File: config.mk
export PLATFORM = sky130hd
export DESIGN_NAME = uart_rx_oversampled
export DESIGN_NICKNAME = d
export VERILOG_FILES = /design/src/rtl/uart_rx_oversampled_pkg.sv /design/src/rtl/uart_rx_sync.sv /design/src/rtl/uart_rx_oversampled.sv
export SDC_FILE = /design/constraint.sdc
export NUM_CORES = 1
export LEC_CHECK = 0
export CELL_PAD_IN_SITES_DETAIL_PLACEMENT = 1
export CELL_PAD_IN_SITES_GLOBAL_PLACEMENT = 1
export CORE_MARGIN = 4
export CORE_UTILIZATION = 44
export DETAILED_ROUTE_END_ITERATION = 8
export GPL_ROUTABILITY_DRIVEN = 0
export PLACE_DENSITY = 0.77
export RECOVER_POWER = 25
export SLEW_MARGIN = 20
export SYNTH_ARGS = -nofsm -noshare
export SYNTH_HDL_FRONTEND = slang
export SYNTH_HIERARCHICAL = 1
export SYNTH_SLANG_ARGS = --single-unit
File: constraint.sdc
create_clock -name clk -period 1.7 [get_ports clk]
set_input_delay 0.255 -clock clk [delete_from_list [all_inputs] [get_ports clk]]
set_output_delay 0.255 -clock clk [all_outputs]
set_load 0.01 [all_outputs]
File: src/rtl/uart_rx_oversampled_pkg.sv
// Shared UART state encodings (common with the transmitter) and the default oversampling ratio.
package uart_rx_oversampled_pkg;

  localparam int OVERSAMPLE_DEFAULT = 16;

  localparam logic [1:0] ST_IDLE      = 2'd0;
  localparam logic [1:0] ST_START_BIT = 2'd1;
  localparam logic [1:0] ST_DATA_BITS = 2'd2;
  localparam logic [1:0] ST_STOP_BIT  = 2'd3;

endpackage

File: src/rtl/uart_rx_sync.sv
// Two-flop synchronizer for an asynchronous single-bit input.
// Both flops reset to RESET_VAL so an idle-high line stays quiet through reset.
module uart_rx_sync #(
  parameter logic RESET_VAL = 1'b1
) (
  input  logic clk,
  input  logic rst,
  input  logic d,
  output logic q
);

  logic meta;

  always_ff @(posedge clk or posedge rst) begin
    if (rst) begin
      meta <= RESET_VAL;
      q    <= RESET_VAL;
    end else begin
      meta <= d;
      q    <= meta;
    end
  end

endmodule

File: src/rtl/uart_rx_oversampled.sv
// 8N1 UART receiver sampling at OVERSAMPLE x baud; emits the byte with a one-cycle done strobe,
// or a one-cycle err strobe when the stop bit is sampled low.
module uart_rx_oversampled
  import uart_rx_oversampled_pkg::*;
#(
  parameter int OVERSAMPLE = OVERSAMPLE_DEFAULT,
  parameter int DATA_BITS  = 8
) (
  input  logic                 clk,
  input  logic                 rst,
  input  logic                 en,
  input  logic                 in,
  output logic [DATA_BITS-1:0] out,
  output logic                 done,
  output logic                 busy,
  output logic                 err
);

  localparam int CW = $clog2(OVERSAMPLE);
  localparam int BW = $clog2(DATA_BITS);
  localparam logic [CW-1:0] MID_START = CW'(OVERSAMPLE / 2 - 1);
  localparam logic [CW-1:0] BIT_END   = CW'(OVERSAMPLE - 1);
  localparam logic [BW-1:0] LAST_BIT  = BW'(DATA_BITS - 1);

  logic                 rx_s;
  logic [1:0]           state;
  logic [CW-1:0]        cnt;
  logic [BW-1:0]        bit_idx;
  logic [DATA_BITS-1:0] shreg;

  uart_rx_sync #(.RESET_VAL(1'b1)) u_sync (
    .clk (clk),
    .rst (rst),
    .d   (in),
    .q   (rx_s)
  );

  always_ff @(posedge clk or posedge rst) begin
    if (rst) begin
      state   <= ST_IDLE;
      cnt     <= '0;
      bit_idx <= '0;
      shreg   <= '0;
      out     <= '0;
      done    <= 1'b0;
      err     <= 1'b0;
      busy    <= 1'b0;
    end else begin
      done <= 1'b0;
      err  <= 1'b0;
      case (state)
        ST_IDLE: begin
          busy <= 1'b0;
          if (en && !rx_s) begin
            cnt   <= '0;
            busy  <= 1'b1;
            state <= ST_START_BIT;
          end
        end
        ST_START_BIT: begin
          // Half a bit in: a start bit that has already gone high was only a glitch.
          if (cnt == MID_START) begin
            cnt <= '0;
            if (!rx_s) begin
              bit_idx <= '0;
              state   <= ST_DATA_BITS;
            end else begin
              busy  <= 1'b0;
              state <= ST_IDLE;
            end
          end else begin
            cnt <= cnt + 1'b1;
          end
        end
        ST_DATA_BITS: begin
          if (cnt == BIT_END) begin
            cnt   <= '0;
            shreg <= {rx_s, shreg[DATA_BITS-1:1]};
            if (bit_idx == LAST_BIT) begin
              state <= ST_STOP_BIT;
            end else begin
              bit_idx <= bit_idx + 1'b1;
            end
          end else begin
            cnt <= cnt + 1'b1;
          end
        end
        ST_STOP_BIT: begin
          // Back to IDLE at mid-stop so a following start edge is caught without dead time.
          if (cnt == BIT_END) begin
            cnt   <= '0;
            busy  <= 1'b0;
            state <= ST_IDLE;
            if (rx_s) begin
              out  <= shreg;
              done <= 1'b1;
            end else begin
              err <= 1'b1;
            end
          end else begin
            cnt <= cnt + 1'b1;
          end
        end
        default: begin
          busy  <= 1'b0;
          state <= ST_IDLE;
        end
      endcase
    end
  end

endmodule

Word-level counts from Yosys, hierarchy flattened
Index checks and enable logic that the tools add are counted.
- add/subtract/negate cells: 2
- equality and inequality tests: 14
- mux-type cells: 27
- reductions and logical operators: 11
- operators by type and width (operator ; number):
    $ne 2x2->1 const B ; 7
    $mux 2 ; 6
    $mux 3 ; 4
    $mux 4 ; 3
    $pmux 4 s3 ; 1
    $mux 1 ; 10
    $reduce_and 5->1 ; 2
    $pmux 2 s4 ; 1
    $pmux 3 s2 ; 1
    $add 4x1->4 const B ; 1
    $eq 2x2->1 const B ; 2
    $eq 4x3->1 const B ; 1
    $eq 4x4->1 const B ; 1
    $reduce_and 4->1 ; 1
    $add 3x1->3 const B ; 1
    $eq 3x3->1 const B ; 1
    $pmux 1 s3 ; 1
    $reduce_and 3->1 ; 1
    $reduce_bool 3->1 ; 1
    $eq 2x1->1 const B ; 1
    $logic_not 2->1 ; 1
    $ne 2x1->1 const B ; 1
    $reduce_and 2->1 ; 1
    $reduce_bool 2->1 ; 1
    3 further kinds ; 3
- bits in registers: 30
- input port bits: 4
- output and inout port bits: 11
- word-level logic and storage cells: 64

Longest topological paths before layout
Gate-level depths: netlist of the first run.
- depth after elaboration: 4
- gate-level depth with buffers: 5
- depth with buffers taken out: 5

By module
Netlist of the first run, hierarchy kept.
- by module, submodules not included (module ; times used ; cells an instance ; area an instance (um^2) ; sequential area each (um^2)):
    uart_rx_oversampled ; 1 ; 101 ; 1267.5 ; 700.7
    uart_rx_sync ; 1 ; 3 ; 56.3 ; 52.6

Worst setup path before layout of the first run
No wires, ideal clock.
- path kind: register to register
- from: register cnt[0]
- to: register shreg[0]
- setup time: 0.125 ns
- arrival: 1.413 ns
- data required time: 1.575 ns
- path slack: 0.162 ns
- stages on the path, launching flop included: 5
- path buffers: 0
- clock period less this slack: 1.538 ns
- path through: dfrtp_1 -> ha_1 -> nand2_2 -> nor3_4 -> mux2_2
- cells in the longest elaborated chain, start to end: 2
- ends and longest elaborated chain (element ; RTL line ; source):
    from (decl) ; uart_rx_oversampled.sv:27 ; logic [CW-1:0] cnt;
    from (signal assigned) ; uart_rx_oversampled.sv:72 ; cnt <= cnt + 1'b1;
    from (signal assigned) ; uart_rx_oversampled.sv:85 ; cnt <= cnt + 1'b1;
    from (signal assigned) ; uart_rx_oversampled.sv:101 ; cnt <= cnt + 1'b1;
    $eq 4x4->1 ; uart_rx_oversampled.sv:76 ; if (cnt == BIT_END) begin
    $reduce_and 2->1 (no line) ; - ;
    to (signal assigned) ; uart_rx_oversampled.sv:78 ; shreg <= {rx_s, shreg[DATA_BITS-1:1]};
    to (decl) ; uart_rx_oversampled.sv:29 ; logic [DATA_BITS-1:0] shreg;
No other way between the ends.
A chain may end at the register's enable or synchronous reset.

==> results.py, run 1 <==
metrics = {
    "global_routing": {
        "grt_usage_pct": 16.1,
        "grt-ovfl-total": 0,
        "grt_max_degree": 29,
        "grt_pass1_vias": 1036,
        "grt_pass1_wl_um": 5020,
        "antenna_found_initial": 0,
    },
    "synthesis": {
        "ys_async_sr_fraction_pct": 100,
        "synth_fp_nets": 111,
        "syn_inst": 104,
        "yosys_warnings": 6,
        "synth_flop_cell": "dfrtp_1",
        "syn_avg_cell_area_um2": 12.7,
        "ys_seq_area_share_pct": 56.9,
        "yosys_register_bits": 30,
        "synth.distinct_cells": 36,
        "synth-edff-count": 0,
        "syn_area_mm2": 0.00132,
    },
    "place": {
        "dp_cells": 152,
        "place_hpwl_um": 2120,
        "place_worst_setup_slack_ps": 98.5,
        "placedInstanceArea_mm2": 0.00153,
        "io_buffers": 14,
    },
    "power": {
        "pwr-share-comb_pct": 32.0,
        "pwr-share-seq_pct": 48.8,
        "finalPower_uw": 1970,
        "switching_share_pct": 36.0,
        "ir_drop_mv": 0.582,
        "intPower_uw": 1260,
        "p_leak_uw": 0.000778,
        "clkPwrFrac_pct": 19.2,
        "power_density_mw_per_mm2": 1250,
        "switching_power_uw": 711,
    },
    "finish": {
        "nets": 135,
        "layout_commonest_cell": "dfrtp_1",
        "n_fill_cell": 298,
        "fin_util_pct": 56.4,
        "finish.instance_area_mm2": 0.00158,
        "final_cell_mix": "dfrtp_1 (28), mux2_2 (15), clkdlybuf4s50_1 (12)",
        "layout-drive-gt1-share_pct": 25.8,
        "area.growth.synth_to_final_pct": 19.6,
        "diodes": 0,
        "final_cell_count_no_fill": 159,
    },
    "die": {
        "dieHeight_um": 62.9,
        "fp-row-count": 19,
        "core_area_mm2": 0.00281,
        "die_w_um": 62.9,
        "ioPinCount": 15,
        "die-area_mm2": 0.00395,
        "start_util_pct": 47.2,
    },
    "routing": {
        "wl_um": 2880,
        "dr.pass1.iters": 4,
        "vias_per_cell": 5.75,
        "drc": 0,
        "drt_iter0_drc": 38,
        "ant_nets": 0,
        "wl_per_cell_um": 18.1,
        "dr_total_vias": 914,
    },
    "clock_network": {
        "clk_latency_ps": 320,
        "cts_root_buffer": "clkbuf_4",
        "cts_setup_buffers": 0,
        "clock-sinks": 30,
        "htreeDepth": 2,
        "clkSlewWorstSetupHoldPaths_ps": 90,
        "cts_tree": "done",
        "cts_max_path_buffers": 2,
        "cts_buffers": 5,
    },
    "timing": {
        "period_share_pct": 93.3,
        "finalSetupViolCount": 0,
        "worst_slack_ps": 114,
        "drv_slew": 0,
        "relSlewSlack_pct": 53.4,
        "worstMarginPinSlew_ps": 700,
        "fmax_mhz": 631,
        "hold_violations": 0,
        "fin_crit_ps": 1590,
        "fin_worst_skew_ps": 11.6,
    },
    "worst_setup_path": {
        "critPathLaunchType": "flop",
        "worst_setup_path_end_kind": "flop",
        "path_max_fanout": 6,
        "worst-endpoint-arrival_ps": 1800,
        "critPathRequiredTime_ps": 1910,
        "criticalPathCategory": "flop to flop",
    },
    "status": {
        "status": "finished clean",
    },
    "hold_path": {
        "hold_path_class": "flop to flop",
    },
    "run": {
        "maxCapViolCount": 0,
    },
}
per-stage QoR:
stage | setup TNS, ps | hold slack, ps
after floorplan | 0 | 167
after global placement | 0 | 348
after detailed placement | 0 | 353
after CTS | 0 | 286
after global routing | -28.7 | 372
final | 0 | 363
power by group through the flow:
| stage | registers, µW | clock network (µW) | logic [µW] |
|---|---|---|---|
| after floorplan | 902 | 0 | 462 |
| after CTS | 957 | 392 | 620 |
| final | 964 | 379 | 631 |
| after global routing | 983 | 445 | 699 |
| after global placement | 961 | 0 | 579 |
| after detailed placement | 969 | 0 | 614 |
cell usage after synthesis, types with 2 or more instances:
| cell | number | share of area, % |
|---|---|---|
| a21oi_1 | 2 | 0.76 |
| a22o_1 | 2 | 1.3 |
| and2_1 | 2 | 0.95 |
| buf_2 | 3 | 1.1 |
| dfrtp_1 | 28 | 53 |
| dfstp_2 | 2 | 4.0 |
| ha_1 | 3 | 2.8 |
| inv_1 | 5 | 1.4 |
| mux2_2 | 15 | 13 |
| mux2i_1 | 4 | 3.0 |
| nand2_1 | 2 | 0.57 |
| nand3_1 | 4 | 1.5 |
| nand3b_1 | 2 | 1.1 |
| nor2_1 | 3 | 0.85 |
| nor2b_1 | 2 | 0.95 |
| o21ai_0 | 5 | 1.9 |
flip-flops by register name, indices dropped and copies added, names as in the netlist, named ones only:
| name | flops |
|---|---|
| busy | 1 |
| u_sync/meta | 1 |
| shreg | 8 |
| done | 1 |
| err | 1 |
| cnt | 4 |
| state | 1 |
| u_sync/q | 1 |
| bit_idx | 3 |
| out | 8 |
critical path, stage by stage (launching register included):
cell       delay, ps
dfrtp_1          410
ha_1             230
buf_4            160
nand3_1          230
nor2_1           180
a2bb2oi_1        260
kinds of logic after synthesis:
group           count (synthesis)  share of synthesized area [%]
flops                          30                           56.9
simple gates                   24                           11.3
mux                            20                           16.6
compound gates                 17                           8.79
buf+inv                         9                           2.84
fa+ha+maj                       3                           2.84
xor+xnor                        1                          0.662
what timing repair did:
action | 4_1_cts | 5_1_grt
hold buffers | 0 | 0
resized for setup | 0 | 1
endpoints found under the setup margin | 0 | 2
metal layers:
layer	global-route usage, %	routed length, µm
met5	0	0
met4	4.13	24
met3	5.58	156
met2	26.6	1480
met1	20.0	1220
cell type report:
| type | instances | area [µm²] | area share (%) |
|---|---|---|---|
| Multi-Input combinational cell | 65 | 541 | 34.2 |
| Sequential cell | 30 | 753 | 47.6 |
| Inverter | 6 | 22.5 | 1.42 |
| Clock buffer | 7 | 45.0 | 2.85 |
| Tap cell | 31 | 38.8 | 2.45 |
| Timing Repair Buffer | 20 | 183 | 11.5 |
path summary, 6_finish.rpt:
| path | start | to | slack, ps | cells after the start |
|---|---|---|---|---|
| max | cnt[0] | flop | 110 | 5 |
| min | u_sync/meta | u_sync/q | 360 | 0 |
| max reg2reg | cnt[0] | flop | 110 | 5 |
| min reg2reg | u_sync/meta | u_sync/q | 360 | 0 |
| max in group asynchronous | rst | shreg[2] | 650 | 3 |
| min in group asynchronous | rst | u_sync/q | 430 | 2 |
Power figures use the tool's default switching activity.
==> run 2, diff against run 1 <==
- CORE_MARGIN: 4 -> 3
==> results.py, run 2 (same netlist as run 1, synthesis figures left out) <==
metrics = {
    "place": {
        "place_worst_setup_slack_ps": 70.0,
        "place_hpwl_um": 1980,
        "io_buffers": 14,
    },
    "timing": {
        "grt_setup_unrepaired": "no",
        "hold_violations": 0,
        "worst_slack_ps": 118,
        "fin_crit_ps": 1580,
        "relSlewSlack_pct": 53.6,
        "fin_worst_skew_ps": 4.88,
        "drv_slew": 0,
        "period_share_pct": 93.0,
        "fmax_mhz": 632,
        "finalSetupViolCount": 0,
        "setup_tns_ps": 0,
        "worstMarginPinSlew_ps": 696,
    },
    "routing": {
        "dr.pass1.iters": 4,
        "dr_total_vias": 895,
        "ant_nets": 0,
        "drc": 0,
        "vias_per_cell": 5.56,
        "wl_per_cell_um": 16.9,
        "wl_um": 2730,
        "drt_iter0_drc": 24,
    },
    "finish": {
        "area.growth.synth_to_final_pct": 21.5,
        "diodes": 0,
        "final_cell_mix": "dfrtp_1 (28), mux2_2 (15), clkdlybuf4s50_1 (12), buf_4 (6)",
        "layout_commonest_cell": "dfrtp_1",
        "reg_top3": "out x8, shreg x8, cnt x4",
        "layout-drive-gt1-share_pct": 28.5,
        "nets": 136,
    },
    "die": {
        "die_w_um": 60.9,
        "ioPinCount": 15,
        "start_util_pct": 47.2,
        "fp-row-count": 19,
        "dieHeight_um": 60.9,
        "die-area_mm2": 0.00370,
        "core_area_mm2": 0.00281,
    },
    "run": {
        "maxCapViolCount": 0,
    },
    "clock_network": {
        "cts_setup_buffers": 0,
        "htreeDepth": 2,
        "cts_tree": "done",
        "cts_root_buffer": "clkbuf_4",
        "clk_latency_ps": 330,
        "clock-sinks": 30,
        "cts_max_path_buffers": 2,
        "cts_buffers": 5,
        "ctsHoldBuffers": 0,
        "cts_resized": 0,
        "clkSlewWorstSetupHoldPaths_ps": 100,
    },
    "worst_setup_path": {
        "path_max_fanout": 7,
        "critPathLaunchType": "flop",
        "worst_setup_path_end_kind": "flop",
        "crit_family": "flip-flops",
        "criticalPathCategory": "flop to flop",
        "worstPathCellList": "ha_1 -> and3_1 -> nand3_4 -> inv_2 -> mux2_2",
        "crit_path_top_delay_cell": "dfrtp_1",
        "cpPeakStageDelay_ps": 420,
        "worst-endpoint-arrival_ps": 1800,
        "critPathRequiredTime_ps": 1920,
        "path_buf_inv": 1,
    },
    "global_routing": {
        "grt_usage_pct": 17.0,
        "grt_pass1_wl_um": 4460,
        "grt_max_degree": 29,
        "antenna_found_initial": 0,
        "grt_pass1_vias": 915,
        "grt-ovfl-total": 0,
    },
    "power": {
        "ir_drop_mv": 0.609,
        "p_leak_uw": 0.000792,
        "power_density_mw_per_mm2": 1270,
        "switching_power_uw": 723,
        "pwr-share-comb_pct": 31.1,
        "switching_share_pct": 35.4,
        "intPower_uw": 1320,
        "pwr-share-seq_pct": 46.5,
        "clkPwrFrac_pct": 22.3,
    },
    "status": {
        "status": "finished clean",
    },
    "hold_path": {
        "hold_path_class": "flop to flop",
    },
}
==> run 2: routing by layer <==
| metal | GRT usage [%] | vias up | part of all wire (%) |
|---|---|---|---|
| li1 | - | 419 | - |
| met1 | 22.2 | 448 | 46 |
| met2 | 26.3 | 24 | 48 |
| met3 | 5.74 | 4 | 4.9 |
| met4 | 6.50 | 0 | 1.2 |
| met5 | 0 | - | 0 |
==> run 2: power groups by stage <==
stage          sequential, µW  combinational [µW]  clock [µW]
6_report                  950                 635         456
5_1_grt                   970                 705         515
4_1_cts                   947                 637         474
3_5_place_dp              965                 627           0
3_3_place_gp              952                 608           0
2_1_floorplan             902                 462           0
==> run 2: area by class of cell <==
cell class / count / area [µm²]
fillers: 301 / 1200
flip-flops and latches: 30 / 753
multi-input cells: 65 / 541
repair buffers: 21 / 190
clock buffers: 6 / 51.3
well taps: 31 / 38.8
inverters: 6 / 22.5
clock inverters: 2 / 12.5
==> run 2: metrics by stage <==
stage | utilization (%) | instance area (µm²) | hold WS (ps) | total power [µW] | instances
final | 57.4 | 1610 | 364 | 2040 | 161
after global routing | 57.4 | 1610 | 369 | 2190 | 161
after CTS | 57.2 | 1600 | 250 | 2060 | 161
after global placement | 54.9 | 1540 | 348 | 1560 | 153
after floorplan | - | 1320 | 167 | 1360 | 104
after detailed placement | 54.9 | 1540 | 351 | 1590 | 153
==> run 2: worst register-to-register path, delay by kind of cell (launching register included) <==
| family | cells | cell delay [ps] |
|---|---|---|
| DFF | 1 | 420 |
| and+or+nand+nor | 2 | 400 |
| muxes | 1 | 330 |
| adders and majority gates | 1 | 220 |
| buffers and inverters | 1 | 110 |
==> run 2: final timing paths <==
| path | startpoint | end | slack [ps] | depth (start not counted) |
|---|---|---|---|---|
| hold / removal | u_sync/meta | u_sync/q | 360 | 0 |
| hold reg to reg | u_sync/meta | u_sync/q | 360 | 0 |
| max in group asynchronous | rst | shreg[1] | 680 | 3 |
| setup / recovery | cnt[0] | out[7] | 120 | 5 |
| min in group asynchronous | rst | u_sync/q | 400 | 2 |
| setup reg to reg | cnt[0] | out[7] | 120 | 5 |
==> run 3, diff against run 2 <==
- CELL_PAD_IN_SITES_DETAIL_PLACEMENT: 1 -> unset
- CELL_PAD_IN_SITES_GLOBAL_PLACEMENT: 1 -> unset
- CORE_UTILIZATION: 44 -> 54
==> results.py, run 3 (same netlist as run 1, synthesis figures left out) <==
metrics = {
    "die": {
        "die-area_mm2": 0.00308,
        "start_util_pct": 58.2,
        "core_area_mm2": 0.00228,
        "fp-row-count": 17,
        "ioPinCount": 15,
        "dieHeight_um": 55.5,
        "die_w_um": 55.5,
    },
    "worst_setup_path": {
        "criticalPathCategory": "flop to flop",
        "critPathRequiredTime_ps": 1930,
        "path_max_fanout": 7,
        "r2r_cells": 5,
        "critPathLaunchType": "flop",
        "worst-endpoint-arrival_ps": 1810,
        "r2r_slack_ps": 120,
        "worst_setup_path_end_kind": "flop",
    },
    "timing": {
        "setup_tns_ps": 0,
        "fin_crit_ps": 1580,
        "hold_violations": 0,
        "finalSetupViolCount": 0,
        "relSlewSlack_pct": 54.8,
        "drv_slew": 0,
        "fmax_mhz": 634,
        "worstMarginPinSlew_ps": 678,
        "grt_setup_unrepaired": "no",
        "period_share_pct": 92.8,
        "fin_worst_skew_ps": 5.73,
        "whs_ps": 364,
    },
    "clock_network": {
        "cts_max_path_buffers": 2,
        "cts_buffers": 5,
        "cts_resized": 1,
        "clock-sinks": 30,
        "cts_setup_buffers": 0,
        "cts_root_buffer": "clkbuf_4",
        "htreeDepth": 2,
        "cts_tree": "done",
        "clk_latency_ps": 330,
        "ctsHoldBuffers": 0,
        "clkSlewWorstSetupHoldPaths_ps": 90,
    },
    "place": {
        "dp_cells": 149,
        "io_buffers": 14,
        "place_hpwl_um": 1640,
    },
    "global_routing": {
        "grt_usage_pct": 17.4,
        "grt_pass1_wl_um": 4100,
        "grt_max_degree": 29,
        "antenna_found_initial": 0,
        "grt-ovfl-total": 0,
        "grt_pass1_vias": 896,
    },
    "finish": {
        "layout_commonest_cell": "dfrtp_1",
        "diodes": 0,
        "multi_input_area_um2": 543,
        "area.growth.synth_to_final_pct": 21.9,
        "reg_top3": "out x8, shreg x8, cnt x4",
        "layout-drive-gt1-share_pct": 28.7,
        "n_fill_cell": 169,
        "regArea_um2": 753,
        "final_cell_count_no_fill": 157,
        "final_cell_mix": "dfrtp_1 (28), mux2_2 (15), clkdlybuf4s50_1 (12)",
        "nets": 135,
    },
    "hold_path": {
        "hold_path_class": "flop to flop",
        "whs_path_depth": 0,
    },
    "power": {
        "pwr-share-comb_pct": 29.0,
        "ir_drop_mv": 0.877,
        "switching_share_pct": 32.6,
        "clkPwrFrac_pct": 26.3,
        "pwr-share-seq_pct": 44.7,
        "intPower_uw": 1420,
        "p_leak_uw": 0.000795,
        "switching_power_uw": 686,
        "power_density_mw_per_mm2": 1300,
        "finalPower_uw": 2100,
    },
    "status": {
        "status": "finished clean",
    },
    "routing": {
        "wl_um": 2270,
        "drt_iter0_drc": 16,
        "dr_total_vias": 873,
        "vias_per_cell": 5.56,
        "ant_nets": 0,
        "wl_met3_um": 139,
        "met2WireLength_um": 1030,
        "wl_met1_um": 1060,
        "drc": 0,
        "top_layer": "met4",
        "dr.pass1.iters": 4,
        "wl_per_cell_um": 14.5,
    },
    "run": {
        "maxCapViolCount": 0,
    },
}
-- run 3: worst paths after layout --
path                        startpoint       end
max                             cnt[1]    out[7]
min                        u_sync/meta  u_sync/q
max reg2reg                     cnt[1]    out[7]
min reg2reg                u_sync/meta  u_sync/q
max in group asynchronous          rst    out[2]
min in group asynchronous          rst  u_sync/q
-- run 3: metal layers --
layer | up-vias | GRT usage (%)
li1 | 421 | -
met1 | 423 | 22.2
met2 | 25 | 25.7
met3 | 4 | 7.71
met4 | 0 | 7.29
met5 | - | 0
-- run 3: metrics by stage --
step | util [%] | instance area, µm² | setup slack (ps)
2_1_floorplan | - | 1320 | 162
5_1_grt | 70.9 | 1610 | 31.6
3_5_place_dp | 67.2 | 1530 | 0.596
6_report | 70.9 | 1610 | 123
3_3_place_gp | 67.2 | 1530 | 94.6
4_1_cts | 70.7 | 1610 | 58.5
-- run 3: area by class of cell --
class	count	share of cell area [%]
clock buffers	5	2.33
inverters	6	1.40
repair buffers	20	11.3
well taps	28	2.17
clock inverters	3	2.48
flip-flops and latches	30	46.7
multi-input cells	65	33.6
-- run 3: power groups by stage --
| stage | sequential [µW] | combinational (µW) | clock, µW |
|---|---|---|---|
| CTS | 940 | 603 | 573 |
| floorplan | 902 | 462 | 0 |
| detailed placement | 951 | 589 | 0 |
| finish | 940 | 610 | 553 |
| global placement | 941 | 584 | 0 |
| global route | 958 | 685 | 611 |
-- run 3: critical path, stage by stage (launching register included) --
cell and delay [ps]:
dfrtp_1 390, ha_2 260, and3_1 250, nand3_4 150, inv_2 100, mux2_2 320
